`src/rtl/pico_control_if.sv`:
```
// rtl/pico_control_if.sv - ROM and ALU/register-file bus between pico_control and the datapath
interface pico_control_if #(
  parameter int PC_W = 8,
  parameter int I_W  = 20
);
  logic [PC_W-1:0] pc;
  logic [I_W-1:0]  instr;
  logic [2:0]      alu_func;
  logic            imm_sel;
  logic [7:0]      imm;
  logic [2:0]      rd_addr;
  logic [2:0]      rs_addr;
  logic            reg_we;
  logic            zf;

  modport master (
    output pc, alu_func, imm_sel, imm, rd_addr, rs_addr, reg_we,
    input  instr, zf
  );

  modport slave (
    input  pc, alu_func, imm_sel, imm, rd_addr, rs_addr, reg_we,
    output instr, zf
  );
endinterface

```
`src/rtl/pico_control.sv`:
```
// rtl/pico_control.sv - pico-MIPS multi-cycle sequencer: fetch, decode, branch resolve, write-back strobe
module pico_control #(
  parameter int PC_W = 8,
  parameter int I_W  = 20
) (
  input  logic           clk,
  input  logic           n_reset,
  input  logic           go,
  pico_control_if.master bus,
  output logic           halted
);
  localparam logic [2:0] RA = 3'd0, RB = 3'd1, RADD = 3'd2, RSUB = 3'd3,
                         RAND = 3'd4, ROR = 3'd5, RXOR = 3'd6, RMUL = 3'd7;

  localparam logic [3:0] OP_BEQ = 4'd12, OP_BNE = 4'd13, OP_JMP = 4'd14, OP_HALT = 4'd15;

  typedef enum logic [2:0] {S_IDLE, S_FETCH, S_DECODE, S_EXEC, S_WB, S_HALT} state_t;

  state_t          state;
  logic [PC_W-1:0] pc_q;
  logic            reg_we_q;
  // IR keeps opcode/rd/rs and imm; instruction bits [9:8] carry nothing
  logic [17:0]     ir;

  logic [3:0]      opcode;
  logic [7:0]      imm_f;
  logic [2:0]      func;
  logic            isel;
  logic            writes;
  logic            taken;
  logic [PC_W-1:0] br_off;
  logic [PC_W-1:0] jmp_tgt;

  assign opcode  = ir[17:14];
  assign imm_f   = ir[7:0];
  assign br_off  = PC_W'($signed(imm_f));
  assign jmp_tgt = PC_W'(imm_f);
  assign taken   = (opcode == OP_BEQ && bus.zf) || (opcode == OP_BNE && !bus.zf);

  always_comb begin
    func   = RA;
    isel   = 1'b0;
    writes = 1'b0;
    case (opcode)
      4'd1:  begin func = RADD; writes = 1'b1; end
      4'd2:  begin func = RADD; isel = 1'b1; writes = 1'b1; end
      4'd3:  begin func = RSUB; writes = 1'b1; end
      4'd4:  begin func = RSUB; isel = 1'b1; writes = 1'b1; end
      4'd5:  begin func = RMUL; writes = 1'b1; end
      4'd6:  begin func = RMUL; isel = 1'b1; writes = 1'b1; end
      4'd7:  begin func = RAND; writes = 1'b1; end
      4'd8:  begin func = ROR;  writes = 1'b1; end
      4'd9:  begin func = RXOR; writes = 1'b1; end
      4'd10: begin func = RB;   writes = 1'b1; end
      4'd11: begin func = RB;   isel = 1'b1; writes = 1'b1; end
      4'd12, 4'd13: func = RSUB;
      default: func = RA;
    endcase
  end

  assign bus.pc       = pc_q;
  assign bus.reg_we   = reg_we_q;
  assign bus.alu_func = func;
  assign bus.imm_sel  = isel;
  assign bus.imm      = imm_f;
  assign bus.rd_addr  = ir[13:11];
  assign bus.rs_addr  = ir[10:8];

  always_ff @(posedge clk or negedge n_reset) begin
    if (!n_reset) begin
      state    <= S_IDLE;
      pc_q     <= '0;
      ir       <= '0;
      reg_we_q <= 1'b0;
      halted   <= 1'b0;
    end else begin
      case (state)
        S_IDLE:   if (go) state <= S_FETCH;
        S_FETCH:  state <= S_DECODE;
        S_DECODE: begin
          ir    <= {bus.instr[19:10], bus.instr[7:0]};
          state <= S_EXEC;
        end
        S_EXEC: begin
          if (writes) begin
            reg_we_q <= 1'b1;
            state    <= S_WB;
          end else begin
            case (opcode)
              OP_BEQ, OP_BNE: begin
                // branch offset is relative to the branch's own address
                pc_q  <= taken ? pc_q + br_off : pc_q + PC_W'(1);
                state <= S_FETCH;
              end
              OP_JMP: begin
                pc_q  <= jmp_tgt;
                state <= S_FETCH;
              end
              OP_HALT: begin
                halted <= 1'b1;
                state  <= S_HALT;
              end
              default: begin
                pc_q  <= pc_q + PC_W'(1);
                state <= S_FETCH;
              end
            endcase
          end
        end
        S_WB: begin
          reg_we_q <= 1'b0;
          pc_q     <= pc_q + PC_W'(1);
          state    <= S_FETCH;
        end
        S_HALT:   state <= S_HALT;
        default:  state <= S_IDLE;
      endcase
    end
  end
endmodule

```
`src/flat_wrapper.sv`:
```
// flat-port wrapper written by rule: the top's interface ports become plain ports
module pico_control_flat 
#(
  parameter int PC_W = 8,
  parameter int I_W  = 20
)
  (clk, n_reset, go, halted, bus_pc, bus_alu_func, bus_imm_sel, bus_imm, bus_rd_addr, bus_rs_addr, bus_reg_we, bus_instr, bus_zf);
  pico_control_if #(.PC_W(PC_W), .I_W(I_W)) bus_i ();
  input  logic clk;
  input  logic n_reset;
  input  logic go;
  output logic halted;
  output wire logic [$bits(bus_i.pc)-1:0] bus_pc;
  output wire logic [$bits(bus_i.alu_func)-1:0] bus_alu_func;
  output wire logic [$bits(bus_i.imm_sel)-1:0] bus_imm_sel;
  output wire logic [$bits(bus_i.imm)-1:0] bus_imm;
  output wire logic [$bits(bus_i.rd_addr)-1:0] bus_rd_addr;
  output wire logic [$bits(bus_i.rs_addr)-1:0] bus_rs_addr;
  output wire logic [$bits(bus_i.reg_we)-1:0] bus_reg_we;
  input wire logic [$bits(bus_i.instr)-1:0] bus_instr;
  input wire logic [$bits(bus_i.zf)-1:0] bus_zf;
  assign bus_pc = bus_i.pc;
  assign bus_alu_func = bus_i.alu_func;
  assign bus_imm_sel = bus_i.imm_sel;
  assign bus_imm = bus_i.imm;
  assign bus_rd_addr = bus_i.rd_addr;
  assign bus_rs_addr = bus_i.rs_addr;
  assign bus_reg_we = bus_i.reg_we;
  assign bus_i.instr = bus_instr;
  assign bus_i.zf = bus_zf;
  pico_control #(.PC_W(PC_W), .I_W(I_W)) u_core (.clk(clk), .n_reset(n_reset), .go(go), .bus(bus_i), .halted(halted));
endmodule
```
`config.mk`:
```
export PLATFORM = sky130hd
export DESIGN_NAME = pico_control_flat
export DESIGN_NICKNAME = d
export VERILOG_FILES = /design/src/rtl/pico_control_if.sv /design/src/rtl/pico_control.sv /design/src/flat_wrapper.sv
export SDC_FILE = /design/constraint.sdc
export NUM_CORES = 1
export LEC_CHECK = 0
export CAP_MARGIN = 15
export CORE_MARGIN = 5
export CORE_UTILIZATION = 43
export CTS_CLUSTER_DIAMETER = 150
export DETAILED_ROUTE_END_ITERATION = 6
export DONT_BUFFER_PORTS = 1
export PLACE_DENSITY_LB_ADDON = 0.25
export SYNTH_ARGS = -nofsm -noshare
export SYNTH_HDL_FRONTEND = slang
export SYNTH_SLANG_ARGS = --single-unit
```
`constraint.sdc`:
```
create_clock -name clk -period 2.5 [get_ports clk]
set_input_delay 0.5 -clock clk [delete_from_list [all_inputs] [get_ports clk]]
set_output_delay 0.5 -clock clk [all_outputs]
set_load 0.005 [all_outputs]
```
# == After elaboration in Yosys (flattened, before gate mapping) ==
# Index checks and enable logic that the tools add are counted.
# op_classes
reduce_logical,16
n_mux,13
bitwise_logic,1
eq_ne,24
add_sub_neg,2
# op_table
cell,n
equality test 4 bit (second input constant),8
case mux 8 bit (3 select lines),1
case mux 3 bit (7 select lines),1
case mux 3 bit (6 select lines),1
equality test 4 x 3 -> 1 bit (second input constant),4
2-to-1 mux 8 bit,2
case mux 8 bit (2 select lines),1
OR reduction 11 bit,1
2-to-1 mux 3 bit,3
adder 8 x 1 -> 8 bit (second input constant),1
adder 8 bit,1
equality test 4 x 2 -> 1 bit (second input constant),2
OR reduction 2 bit,4
OR reduction 4 bit,2
equality test 3 x 2 -> 1 bit (second input constant),2
equality test 3 bit (second input constant),2
!= test 2 bit (second input constant),3
AND reduction 3 bit,2
equality test 4 x 1 -> 1 bit (second input constant),1
equality test 3 x 1 -> 1 bit (second input constant),1
zero test 3 bit,1
2-to-1 mux 1 bit,3
logical AND 1 bit,2
!= test 2 x 1 -> 1 bit (second input constant),1
other kinds (6),6
# word_totals
wordCells,61
input_bits,24
out_inout_bits,28
regBits,31

# == Depth between registers and ports, before layout ==
# depth
depth_word,7
ltp_mapped,8
mapped_depth_nobuf,7

# == Worst setup path after synthesis ==
# Ideal clock, no wire load.
# synth_path
path_kind,flip-flop to flip-flop
startpoint,register u_core.pc_q[0] (netlist: u_core.bus.pc[0])
endpoint,register u_core.pc_q[6] (netlist: u_core.bus.pc[6])
path_buffers,0
t_arrival_ns,2.025
slack_ns,0.372
period_less_slack_ns,2.128
setup_time_ns,0.104
path_stages_with_launch,8
t_required_ns,2.396
path_cell_list,dfrtp_1 > ha_1 > fa_1 > a21o_1 > a21bo_2 > a21oi_1 > and3b_1 > o41ai_2
# synth_via
elab_chain_len,5
word_cells_on_any_way,6
cone_classes,add/sub: 2; mux: 4
# synth_lines
element,line_no,text
from (decl),pico_control.sv:20,logic [PC_W-1:0] pc_q;
from (signal assigned),pico_control.sv:92,pc_q <= taken ? pc_q + br_off : pc_q + PC_W'(1);
from (signal assigned),pico_control.sv:96,pc_q <= jmp_tgt;
from (signal assigned),pico_control.sv:104,pc_q <= pc_q + PC_W'(1);
adder 8 x 1 -> 8 bit or adder 8 bit (tied branches),"pico_control.sv:92, pico_control.sv:104, pico_control.sv:112",
2-to-1 mux 8 bit,pico_control.sv:92,
case mux 8 bit (3 select lines),pico_control.sv:89,case (opcode)
2-to-1 mux 8 bit,pico_control.sv:85,if (writes) begin
case mux 8 bit (2 select lines) *,pico_control.sv:77,case (state)
# Mark *: on every way between the ends. The rest lies on a longest branch, timed or not. The select of a mux whose other input is x is not followed.
# A chain may end at the register's enable or synchronous reset.

# == Final worst setup path ==
# layout_path
startpoint,register u_core.ir[0]
endpoint,register u_core.pc_q[6] (netlist: u_core.bus.pc[6])
# layout_via
elab_chain_len,5
# layout_lines
element,line_no,text
from (decl),pico_control.sv:23,logic [17:0] ir;
from (signal assigned),pico_control.sv:81,"ir <= {bus.instr[19:10], bus.instr[7:0]};"
adder 8 bit,pico_control.sv:92,
2-to-1 mux 8 bit,pico_control.sv:92,
case mux 8 bit (3 select lines),pico_control.sv:89,
2-to-1 mux 8 bit,pico_control.sv:85,
case mux 8 bit (2 select lines),pico_control.sv:77,
# No other way between the ends. The select of a mux whose other input is x is not followed.

==> reports/results.ini <==
[outcome]
outcome=complete, no violations

[setup_path]
critical_path.endpoint_type=flip-flop
worst_ep_arrival_time_ns=2.44
timing.reg2reg.setup_slack_ns=0.25
critical_path.startpoint_type=flip-flop
crit_fanout=4
critical_path_class=flip-flop to flip-flop
crit_required_ns=2.69

[cts]
insertion_delay_ns=0.29
cts_tree=done
clock_buffer_count_from_cts=5
postCtsSetupRepairBufs=0
path_clk_slew_ns=0.07
cts_htree_levels=2
ctsLongestPathBuffers=2
root_buffer=clkbuf_8
numClockSinks=31

[synthesis]
synth_nets=278
postSynthCellCount=241
synth_top_family_by_area=compound AO/OA/AOI/OAI gates
synth_seq_cells=31
syn_area_sq_um=2310
post_synth.cell_area_avg_sq_um=9.58
synth_enable_flop_cells=0
synth_simple_gate_area_share=0.165
yosys_most_used_dff=dfrtp_1
synth_compound_gate_area_share=0.209
fraction_of_synthesized_cell_area_in_xor_and_xnor_cells=0.0450
postSynth.asyncResetShare=1.00
synth.yosys.warnings=0
synth_mux_area_frac=0.0818
synth_adder_area_share=0.0737
synth.distinct_cells=56
yosysSeqAreaShare=0.336

[sta]
timing.final.setup_violations=0
hold-worst-slack_ns=0.0279
timing.final.hold_violations=0
timing.slew.headroom=0.616
finalSetupTns_ns=0
final-max-slew-violation-count=0
min_period_over_period=0.900
finClkSkew_ns=0.00455
tightestPinTransition_ns=0.573
layout_setup_ws_ns=0.251
achievable-frequency_mhz=445
setup_repair_after_global_routing_missed_its_margin=false
period_needed_ns=2.25

[place]
place_hpwl_um=3830
gp_congestion=0.943
placed_cells_incl_taps=294
place_worst_setup_slack_ns=0.237
port_buffers=0

[power_and_ir_drop]
irDropWorstVdd_mv=0.752
power.density_nw_per_um2=1510
total_leakage_power_uw=0.000948

[floorplanning]
floorplan.io_pins=52
die_x_um=83.3
dieHeight_um=83.3
area_of_the_die_sq_um=6940
floorplan.core_area_sq_um=5170
num_rows=26
initial_core_util=0.447

[finish]
layout.nets=269
layout.cells.most_common=dfrtp_1
layout.core_utilization=0.459
post_route_cells_drive_above_1_share=0.185
finish.cell_count_without_fillers=303
layout_common_cells=dfrtp_1, nor2_1, nand2_1, o21ai_0, mux2_2
final-seq-area_sq_um=776
area_growth_syn_to_layout_pct=2.82
antenna_cells=0
final.fill_count=496
area_of_the_multi_input_gates_sq_um=1330

[job]
max_cap_violations=0

[routing]
routed_wire_length_per_instance_um=16.5
detail_route.drc_violations=0
dr.pass1.iters=4
drt_first_iter_violations=110
total_wire_length_after_detailed_routing_um=4990
route.detailed.vias_per_inst=5.62
ant_nets=0
routed_vias=1702

[grt]
global_route.usage.total=0.156
maximum_number_of_pins_on_one_net_before_global_route_repair=32
grt_antenna_before_repair=0
grt_pass1_vias=1705
first_pass_grt_wire_length_um=8780
globalRouteOverflowTotal=0

[hold_path]
timing.hold.worst.class=input pin to async pin

-- worst paths after layout --
kind	cells after the start	end	startpoint
min in group clk	2	u_core.ir[17]	bus_instr[19]
hold reg to reg	1	u_core.halted	u_core.halted
max in group asynchronous	1	u_core.bus.pc[7]	n_reset
hold / removal	1	u_core.ir[12]	n_reset
setup / recovery	7	u_core.bus.pc[6]	u_core.ir[0]
setup reg to reg	7	u_core.bus.pc[6]	u_core.ir[0]
-- registers in the layout (all words and copies together), names as in the netlist --
name               count
u_core.ir             18
u_core.bus.pc          8
u_core.state           3
u_core.bus.reg_we      1
u_core.halted          1
-- stage by stage --
stage | power [uW] | instance area, sq um
2_1_floorplan | 2910 | 2310
4_1_cts | 3610 | 2370
6_report | 3580 | 2370
5_1_grt | 3960 | 2370
3_3_place_gp | 3150 | 2270
3_5_place_dp | 3180 | 2270
-- per-layer routing --
metal | track usage | wire (um) | up-vias
met5 | 0 | 0 | -
met4 | 0.0609 | 97 | 0
met3 | 0.0515 | 383 | 9
met2 | 0.229 | 2260 | 60
met1 | 0.210 | 2250 | 784
li1 | - | - | 849
-- final cells by class --
type / instances / share of cell area
Timing Repair Buffer: 6 / 0.0242
Tap cell: 70 / 0.0369
Inverter: 10 / 0.0158
Sequential cell: 31 / 0.327
Clock buffer: 5 / 0.0290
Multi-Input combinational cell: 178 / 0.559
Clock inverter: 3 / 0.00843
-- critical path: stages (launching register included) --
cell and delay, ns:
dfrtp_1 0.43, ha_1 0.26, fa_1 0.40, a21o_1 0.19, a21bo_2 0.22, a21oi_1 0.13, and3b_1 0.19, o41ai_2 0.32
-- report_power, final --
group          switching [uW]  total [uW]  internal [uW]
clock                     209         402            193
combinational            1100        2030            931
sequential                386        1140            755
-- cell families after synthesis --
logic type | Yosys count
and+or+nand+nor | 71
AOI/OAI and AO/OA | 66
buffers and inverters | 32
DFF | 31
muxes | 17
adders and majority gates | 13
xor gates and xnor gates | 11
-- repair_timing --
action,4_1_cts,5_1_grt
setup endpoints to repair,0,0
hold buffers,1,0
gates resized for setup,0,0
endpoints found under the hold margin,31,0
-- Yosys cell counts (2+ instances only) --
| library cell | count | area, sq um |
|---|---|---|
| o21ai_1 | 2 | 10.0 |
| o21ai_2 | 2 | 17.5 |
| and3_1 | 3 | 18.8 |
| o21a_1 | 2 | 15.0 |
| a21boi_0 | 2 | 15.0 |
| xor2_1 | 4 | 35.0 |
| nand2b_1 | 5 | 31.3 |
| nor2b_1 | 3 | 18.8 |
| buf_6 | 4 | 45.0 |
| nand3_1 | 7 | 35.0 |
| a31oi_1 | 5 | 31.3 |
| o21ai_0 | 15 | 75.1 |
| a21oi_1 | 12 | 60.1 |
| mux2i_1 | 2 | 20.0 |
| and3_4 | 2 | 22.5 |
| xnor2_1 | 6 | 52.6 |
| nor2_1 | 17 | 63.8 |
| a211oi_1 | 4 | 30.0 |
| inv_1 | 10 | 37.5 |
| mux2_2 | 15 | 169 |
| buf_2 | 2 | 10.0 |
| nand2_1 | 15 | 56.3 |
| dfrtp_1 | 31 | 776 |
| buf_4 | 15 | 113 |
| o211ai_1 | 5 | 37.5 |
| nor3_1 | 9 | 45.0 |
| ha_1 | 12 | 150 |
| a21o_1 | 2 | 15.0 |
Note: power is estimated with default switching activity, not from simulation.
